### src/rtl/encoder_mux_rr.sv
// encoder_mux_rr
//   Round-robin selector over NUM_ENC interleaved first-N priority-encoder
//   result streams. The encoder whose pass counter reaches SEL_PASS becomes
//   the selected source one cycle ahead of its data. The selected cluster set
//   is registered toward the merger. The trigger spacing is supervised by a
//   lock FSM, and collisions and sync errors are kept as sticky flags.
//
// Ports
//   clock4x     in   160 MHz clock
//   reset_n     in   synchronous active-low reset
//   enc_pass    in   pass counters; encoder k at [k*PASS_W +: PASS_W]
//   enc_adr     in   cluster addresses; encoder k, cluster j at
//                    [(k*NUM_CL+j)*ADR_W +: ADR_W]
//   enc_cnt     in   cluster sizes, packed like enc_adr
//   clr_err     in   clears collision_o and sync_err_o (a set in the same cycle wins)
//   sel_o       out  registered index of the selected encoder
//   adr_o       out  registered cluster addresses of the selected encoder
//   cnt_o       out  registered cluster sizes of the selected encoder
//   pass_o      out  registered pass count of the selected encoder
//   locked_o    out  trigger spacing is stable
//   collision_o out  sticky: several encoders triggered in one cycle
//   sync_err_o  out  sticky: spacing violated while locked
//
// Lock FSM
//   state       | meaning
//   ST_UNLOCKED | counting consecutive well-spaced triggers in lock_cnt
//   ST_LOCKED   | LOCK_COUNT well-spaced triggers seen; any bad or missing
//               | trigger drops lock and raises sync_err_o

module encoder_mux_rr #(
    parameter int NUM_ENC     = 2,
    parameter int NUM_CL      = 16,
    parameter int ADR_W       = 11,
    parameter int CNT_W       = 3,
    parameter int PASS_W      = 3,
    parameter int SEL_PASS    = 6,
    parameter int SLOT_CYCLES = 4,
    parameter int LOCK_COUNT  = 4
) (
    input  logic                             clock4x,
    input  logic                             reset_n,
    input  logic [NUM_ENC*PASS_W-1:0]        enc_pass,
    input  logic [NUM_ENC*NUM_CL*ADR_W-1:0]  enc_adr,
    input  logic [NUM_ENC*NUM_CL*CNT_W-1:0]  enc_cnt,
    input  logic                             clr_err,
    output logic [$clog2(NUM_ENC)-1:0]       sel_o,
    output logic [NUM_CL*ADR_W-1:0]          adr_o,
    output logic [NUM_CL*CNT_W-1:0]          cnt_o,
    output logic [PASS_W-1:0]                pass_o,
    output logic                             locked_o,
    output logic                             collision_o,
    output logic                             sync_err_o
);

    localparam int SEL_W = $clog2(NUM_ENC);
    localparam int GAP_W = $clog2(2*SLOT_CYCLES) + 1;
    localparam int LCK_W = $clog2(LOCK_COUNT + 1);

    localparam logic [GAP_W-1:0]  GAP_MAX  = {GAP_W{1'b1}};
    localparam logic [GAP_W-1:0]  GAP_SLOT = GAP_W'(SLOT_CYCLES);
    localparam logic [LCK_W-1:0]  LCK_LAST = LCK_W'(LOCK_COUNT - 1);

    typedef enum logic [0:0] {
        ST_UNLOCKED = 1'b0,
        ST_LOCKED   = 1'b1
    } lock_state_t;

    lock_state_t              state;
    logic [NUM_ENC-1:0]       trig;
    logic                     any_trig;
    logic                     multi_trig;
    logic [SEL_W-1:0]         first_idx;
    logic [GAP_W-1:0]         gap;
    logic [LCK_W-1:0]         lock_cnt;
    logic                     primed;
    logic                     well_spaced;
    logic                     bad_event;
    logic [NUM_CL*ADR_W-1:0]  adr_mux;
    logic [NUM_CL*CNT_W-1:0]  cnt_mux;
    logic [PASS_W-1:0]        pass_mux;

    // Trigger decode and lowest-index priority pick
    always_comb begin
        trig      = '0;
        first_idx = '0;
        for (int k = NUM_ENC - 1; k >= 0; k--) begin
            trig[k] = (enc_pass[k*PASS_W +: PASS_W] == PASS_W'(SEL_PASS));
            if (trig[k]) begin
                first_idx = SEL_W'(k);
            end
        end
    end

    assign any_trig   = |trig;
    // Clearing the lowest set bit leaves something only if two or more were set
    assign multi_trig = |(trig & (trig - NUM_ENC'(1)));

    // The first trigger after reset has no reference point, so it never counts
    // as well spaced even if gap happens to equal SLOT_CYCLES.
    assign well_spaced = primed && (gap == GAP_SLOT);
    assign bad_event   = any_trig ? !well_spaced : (gap > GAP_SLOT);

    // Source mux driven by the registered selection
    always_comb begin
        adr_mux  = '0;
        cnt_mux  = '0;
        pass_mux = '0;
        for (int k = 0; k < NUM_ENC; k++) begin
            if (sel_o == SEL_W'(k)) begin
                adr_mux  = enc_adr[k*NUM_CL*ADR_W +: NUM_CL*ADR_W];
                cnt_mux  = enc_cnt[k*NUM_CL*CNT_W +: NUM_CL*CNT_W];
                pass_mux = enc_pass[k*PASS_W +: PASS_W];
            end
        end
    end

    always_ff @(posedge clock4x) begin
        if (!reset_n) begin
            adr_o  <= '0;
            cnt_o  <= '0;
            pass_o <= '0;
        end else begin
            adr_o  <= adr_mux;
            cnt_o  <= cnt_mux;
            pass_o <= pass_mux;
        end
    end

    always_ff @(posedge clock4x) begin
        if (!reset_n) begin
            state       <= ST_UNLOCKED;
            sel_o       <= '0;
            gap         <= '0;
            lock_cnt    <= '0;
            primed      <= 1'b0;
            locked_o    <= 1'b0;
            collision_o <= 1'b0;
            sync_err_o  <= 1'b0;
        end else begin
            if (any_trig) begin
                gap    <= GAP_W'(1);
                sel_o  <= first_idx;
                primed <= 1'b1;
            end else if (gap != GAP_MAX) begin
                gap <= gap + GAP_W'(1);
            end

            // Clear first; later set assignments override it
            if (clr_err) begin
                collision_o <= 1'b0;
                sync_err_o  <= 1'b0;
            end
            if (multi_trig) begin
                collision_o <= 1'b1;
            end

            case (state)
                ST_UNLOCKED: begin
                    if (any_trig) begin
                        if (well_spaced) begin
                            lock_cnt <= lock_cnt + LCK_W'(1);
                            if (lock_cnt == LCK_LAST) begin
                                state    <= ST_LOCKED;
                                locked_o <= 1'b1;
                            end
                        end else begin
                            lock_cnt <= '0;
                        end
                    end
                end
                ST_LOCKED: begin
                    if (bad_event) begin
                        state      <= ST_UNLOCKED;
                        lock_cnt   <= '0;
                        locked_o   <= 1'b0;
                        sync_err_o <= 1'b1;
                    end
                end
                default: begin
                    state    <= ST_UNLOCKED;
                    lock_cnt <= '0;
                    locked_o <= 1'b0;
                end
            endcase
        end
    end

endmodule

### config.mk
export PLATFORM = sky130hd
export DESIGN_NAME = encoder_mux_rr
export DESIGN_NICKNAME = d
export VERILOG_FILES = /design/src/rtl/encoder_mux_rr.sv
export SDC_FILE = /design/constraint.sdc
export NUM_CORES = 1
export LEC_CHECK = 0
export ABC_AREA = 1
export CAP_MARGIN = 20
export CORE_AREA = 2 2 266 268
export DETAILED_ROUTE_END_ITERATION = 8
export DIE_AREA = 0 0 268 270
export GPL_ROUTABILITY_DRIVEN = 1
export PLACE_DENSITY = 0.45
export SLEW_MARGIN = 20
export SYNTH_ARGS = -nofsm -noshare
export SYNTH_HDL_FRONTEND = slang
export SYNTH_SLANG_ARGS = --single-unit
### constraint.sdc
create_clock -name clock4x -period 1.49 [get_ports clock4x]
set_input_delay 0.2235 -clock clock4x [delete_from_list [all_inputs] [get_ports clock4x]]
set_output_delay 0.2235 -clock clock4x [all_outputs]
set_load 0.01 [all_outputs]
==> reports/qor.txt <==
Final min period = 1445 ps
Antenna violations before repair = 1
Adder-cell share of the synthesized area = 0.6005%
Vias after detailed routing = 9534
Switching Share = 24.28%
Proportion of synthesized flip-flops having asynchronous set or reset = 0%
Final setup violating endpoints = 0
Finished layout cell area = 17450 sq um
Status = completed
Clock-pin slew of the registers on the worst-case setup and hold paths = 60 ps
Total Neg Setup Slack = 0 ps
Fraction of final layout cells with drive strength greater than 1 = 7.494%
Number of warnings issued by yosys = 0
First-pass GRT wire length = 60180 um
Main combinational cell family by area after synthesis = simple AND/OR/NAND/NOR gates
Net count of the finished layout = 2225
Maximum fanout encountered on the critical timing path = 60
Die Ht = 270 um
Pin count of the biggest net entering global routing = 62
Top cells by area in the synthesized netlist = sky130_fd_sc_hd__dfxtp_1 (58%), sky130_fd_sc_hd__nor2_1 (20%), sky130_fd_sc_hd__o21ai_0 (14%), sky130_fd_sc_hd__clkbuf_1 (2.1%), sky130_fd_sc_hd__buf_4 (1.1%)
Cell count after synthesis = 1062
Cell accounting for the most synthesized area = sky130_fd_sc_hd__dfxtp_1
Detailed Route Iter0 Violations = 307
Top Ports = 688
Weighted congestion reported at the end of routability-driven placement = 0.8159
Antenna diodes = 0
Die X = 268 um
Average wire length per cell after detail routing = 15.30 um
Crit path launch = sel_o
Share of total power in sequential cells = 39.0%
Endpoint required time on the critical path = 1960 ps
Via count of the first global-routing pass = 9992
Cell types with the highest counts after synthesis = sky130_fd_sc_hd__nor2_1 (455), sky130_fd_sc_hd__dfxtp_1 (240), sky130_fd_sc_hd__o21ai_0 (228), sky130_fd_sc_hd__clkbuf_1 (46), sky130_fd_sc_hd__nand2_1 (16)
Fraction of the mapped netlist area in simple logic gates = 21.96%
Count of final hold-check violations = 0
Maximum frequency from static timing analysis = 691.8 MHz
Num CTS Buffers = 30
Number of synthesized register bits = 240
Total power = 17.90 mW
Count of cell types in the netlist = 19
Worst setup path category = flip-flop to flip-flop
Number of vias per cell after detailed routing = 3.495
Clock latency on the worst-skew pair = 570 ps
Cell-internal power = 13.56 mW
Endpoint with the worst hold slack = adr_o[153]
Global-route total usage across every layer = 10.88%
Grt total ovfl = 0
Total wirelength of the detailed-routed design = 41750 um
CTS root buffer = sky130_fd_sc_hd__clkbuf_16
Area share of the leading cell type in the synthesized netlist = 57.65%
Total power per unit cell area = 1026 nW/um^2
Area growth, synth to finish = 109.4%
Hold Path Class = input port to flip-flop
Standard cell core area = 69540 sq um
Critical Path Start Type = flip-flop
Area post-placement = 16610 sq um
Synth Area in XOR/XNOR = 0.3153%
Buffers from clock root to sink, at most = 3
CTS tree = built
Footprint of the flip-flops and latches = 4813 sq um
Logic depth of the worst register-to-register path = 5
Endpoint of the lowest-slack register-to-register path = adr_o[148]
Final Non-Filler Cells = 2728
Synthesized-area fraction occupied by ao, oa, aoi and oai cells = 14.52%
Critical register-to-register path startpoint = sel_o
Worst setup EP type = flip-flop
Area of the multi-input gates = 3131 sq um
Port Buf Inserts = 687
Layout filler cell count = 7657
Post-synth EDFFs = 0
DP Cell Count = 2669
Worst Min Path Start = enc_adr[329]
RSZ-0062 raised after global routing = false
Synthesized area per cell = 7.848 sq um
Fraction of power consumed by combinational cells = 16.9%
Initial standard-cell utilization of the core = 11.98%
Slew @ Worst Pin = 385.7 ps
Slew Limit Fails = 0
Total die area = 72360 sq um
Tcrit/Tclk final = 97.01%
Detailed-placement wirelength estimate = 32380 um
Relative contribution of the clock network to total power = 44.1%
Remaining max-slew budget at the tightest pin = 74.02%
Worst path arrival time = 1910 ps
Rows = 97
Cell leakage power = 7.756 nW
Antenna violation net count after detailed routing = 0
Final Skew = 8.398 ps
Worst R2R Setup Slack = 40 ps
Max_cap viols = 0
Most used flip-flop cell after synthesis = sky130_fd_sc_hd__dfxtp_1
Worst-case vdd ir drop = 0.0007724 V
Post-Synthesis Cell Area = 8334 sq um
Proportion of synthesized area in mux cells = 0%
Count leader, synth = sky130_fd_sc_hd__nor2_1
Count of H-tree levels built during CTS = 1
Post-synthesis net count = 1523
Sequential cell area fraction in the yosys report = 57.65%
Min Hold Slack = 229.2 ps
DRC violations left = 0
Pre-Repair DR Iteration Count = 4
Min-Delay Path Depth = 3
Switching power = 4.347 mW
# clock sinks = 240
[power groups by stage]
stage / registers, mW / clock network [mW] / logic, mW
2_1_floorplan: 7.36 / 0 / 0.609
6_report: 6.99 / 7.89 / 3.02
4_1_cts: 7.00 / 8.28 / 3.08
3_5_place_dp: 7.15 / 0 / 3.34
5_1_grt: 7.03 / 8.48 / 3.29
3_3_place_gp: 7.14 / 0 / 3.35
[worst max-delay path: stages (launching register included)]
cell                      delay [ps]
sky130_fd_sc_hd__dfxtp_4         350
sky130_fd_sc_hd__buf_4           160
sky130_fd_sc_hd__buf_12          160
sky130_fd_sc_hd__o21ai_0         350
sky130_fd_sc_hd__buf_4           200
sky130_fd_sc_hd__nor2_1           40
[logic make-up after synthesis]
logic type	count (synthesis)
buffers and inverters	91
XOR/XNOR	3
AO/OA/AOI/OAI	241
AND/OR/NAND/NOR	483
flip-flops	240
adder cells (fa/ha/maj)	4
[area by class of cell]
cell class	instances	share of cell area, %
multi-input combinational	731	17.94
timing repair buffer	746	41.17
tap	940	6.739
sequential	240	27.58
inverter	15	0.3656
clock inverter	13	0.9822
clock buffer	43	5.219
[layout by cell type, fill, tap and decap left out, types with 2 or more instances in the layout]
cell type and instances:
sky130_fd_sc_hd__inv_1 14, sky130_fd_sc_hd__clkbuf_8 9, sky130_fd_sc_hd__nor2_1 455, sky130_fd_sc_hd__nand2_1 14, sky130_fd_sc_hd__buf_2 4, sky130_fd_sc_hd__xor2_1 2, sky130_fd_sc_hd__dfxtp_1 235, sky130_fd_sc_hd__ha_1 4
sky130_fd_sc_hd__o21ai_0 227, sky130_fd_sc_hd__nand3_1 9, sky130_fd_sc_hd__clkinvlp_4 2, sky130_fd_sc_hd__clkbuf_16 31, sky130_fd_sc_hd__clkbuf_2 3, sky130_fd_sc_hd__clkdlybuf4s50_1 455, sky130_fd_sc_hd__buf_4 46, sky130_fd_sc_hd__dfxtp_2 4
sky130_fd_sc_hd__bufinv_16 4, sky130_fd_sc_hd__clkdlybuf4s15_2 6, sky130_fd_sc_hd__nand4_1 2, sky130_fd_sc_hd__clkinv_2 6, sky130_fd_sc_hd__a21oi_1 11, sky130_fd_sc_hd__clkdlybuf4s15_1 10, sky130_fd_sc_hd__buf_12 12, sky130_fd_sc_hd__clkbuf_1 3
sky130_fd_sc_hd__dlygate4sd2_1 208
[repair_timing]
action,CTS,global route
hold buffers,1,0
setup buffers,2,0
endpoints found under the hold margin,11,0
pin swaps,0,1
gates resized for setup,272,11
endpoints found under the setup margin,231,11
[worst max path at each step]
stage | to | depth (start not counted)
3_3_place_gp | lock_cnt[0] | 8
6_report | adr_o[148] | 5
2_1_floorplan | lock_cnt[0] | 10
4_1_cts | adr_o[140] | 1
5_1_grt | adr_o[21] | 1
3_5_place_dp | lock_cnt[0] | 8
[registers in the layout (all words and copies together) (netlist names)]
register / flops
pass_o: 3
gap: 4
locked_o: 1
state: 1
primed: 1
collision_o: 1
sel_o: 1
lock_cnt: 3
adr_o: 176
cnt_o: 48
sync_err_o: 1
[routing by layer]
layer | wire [um] | part of all wire, % | GRT usage (%) | up-vias
met1 | 15880 | 38 | 11.49 | 4241
li1 | - | - | - | 4796
met3 | 3940 | 9.4 | 3.939 | 60
met2 | 20590 | 49 | 19.92 | 435
met4 | 1334 | 3.2 | 3.323 | 2
met5 | 11 | 0.026 | 0 | -
[metrics by stage]
stage               utilization, %  setup WS, ps
detailed placement           23.89        -281.1
global route                 25.09         1.313
floorplan                        -         233.6
finish                       25.09         44.56
CTS                          25.09        0.8067
global placement             23.89        -318.6
(Power assumes the default switching activity.)
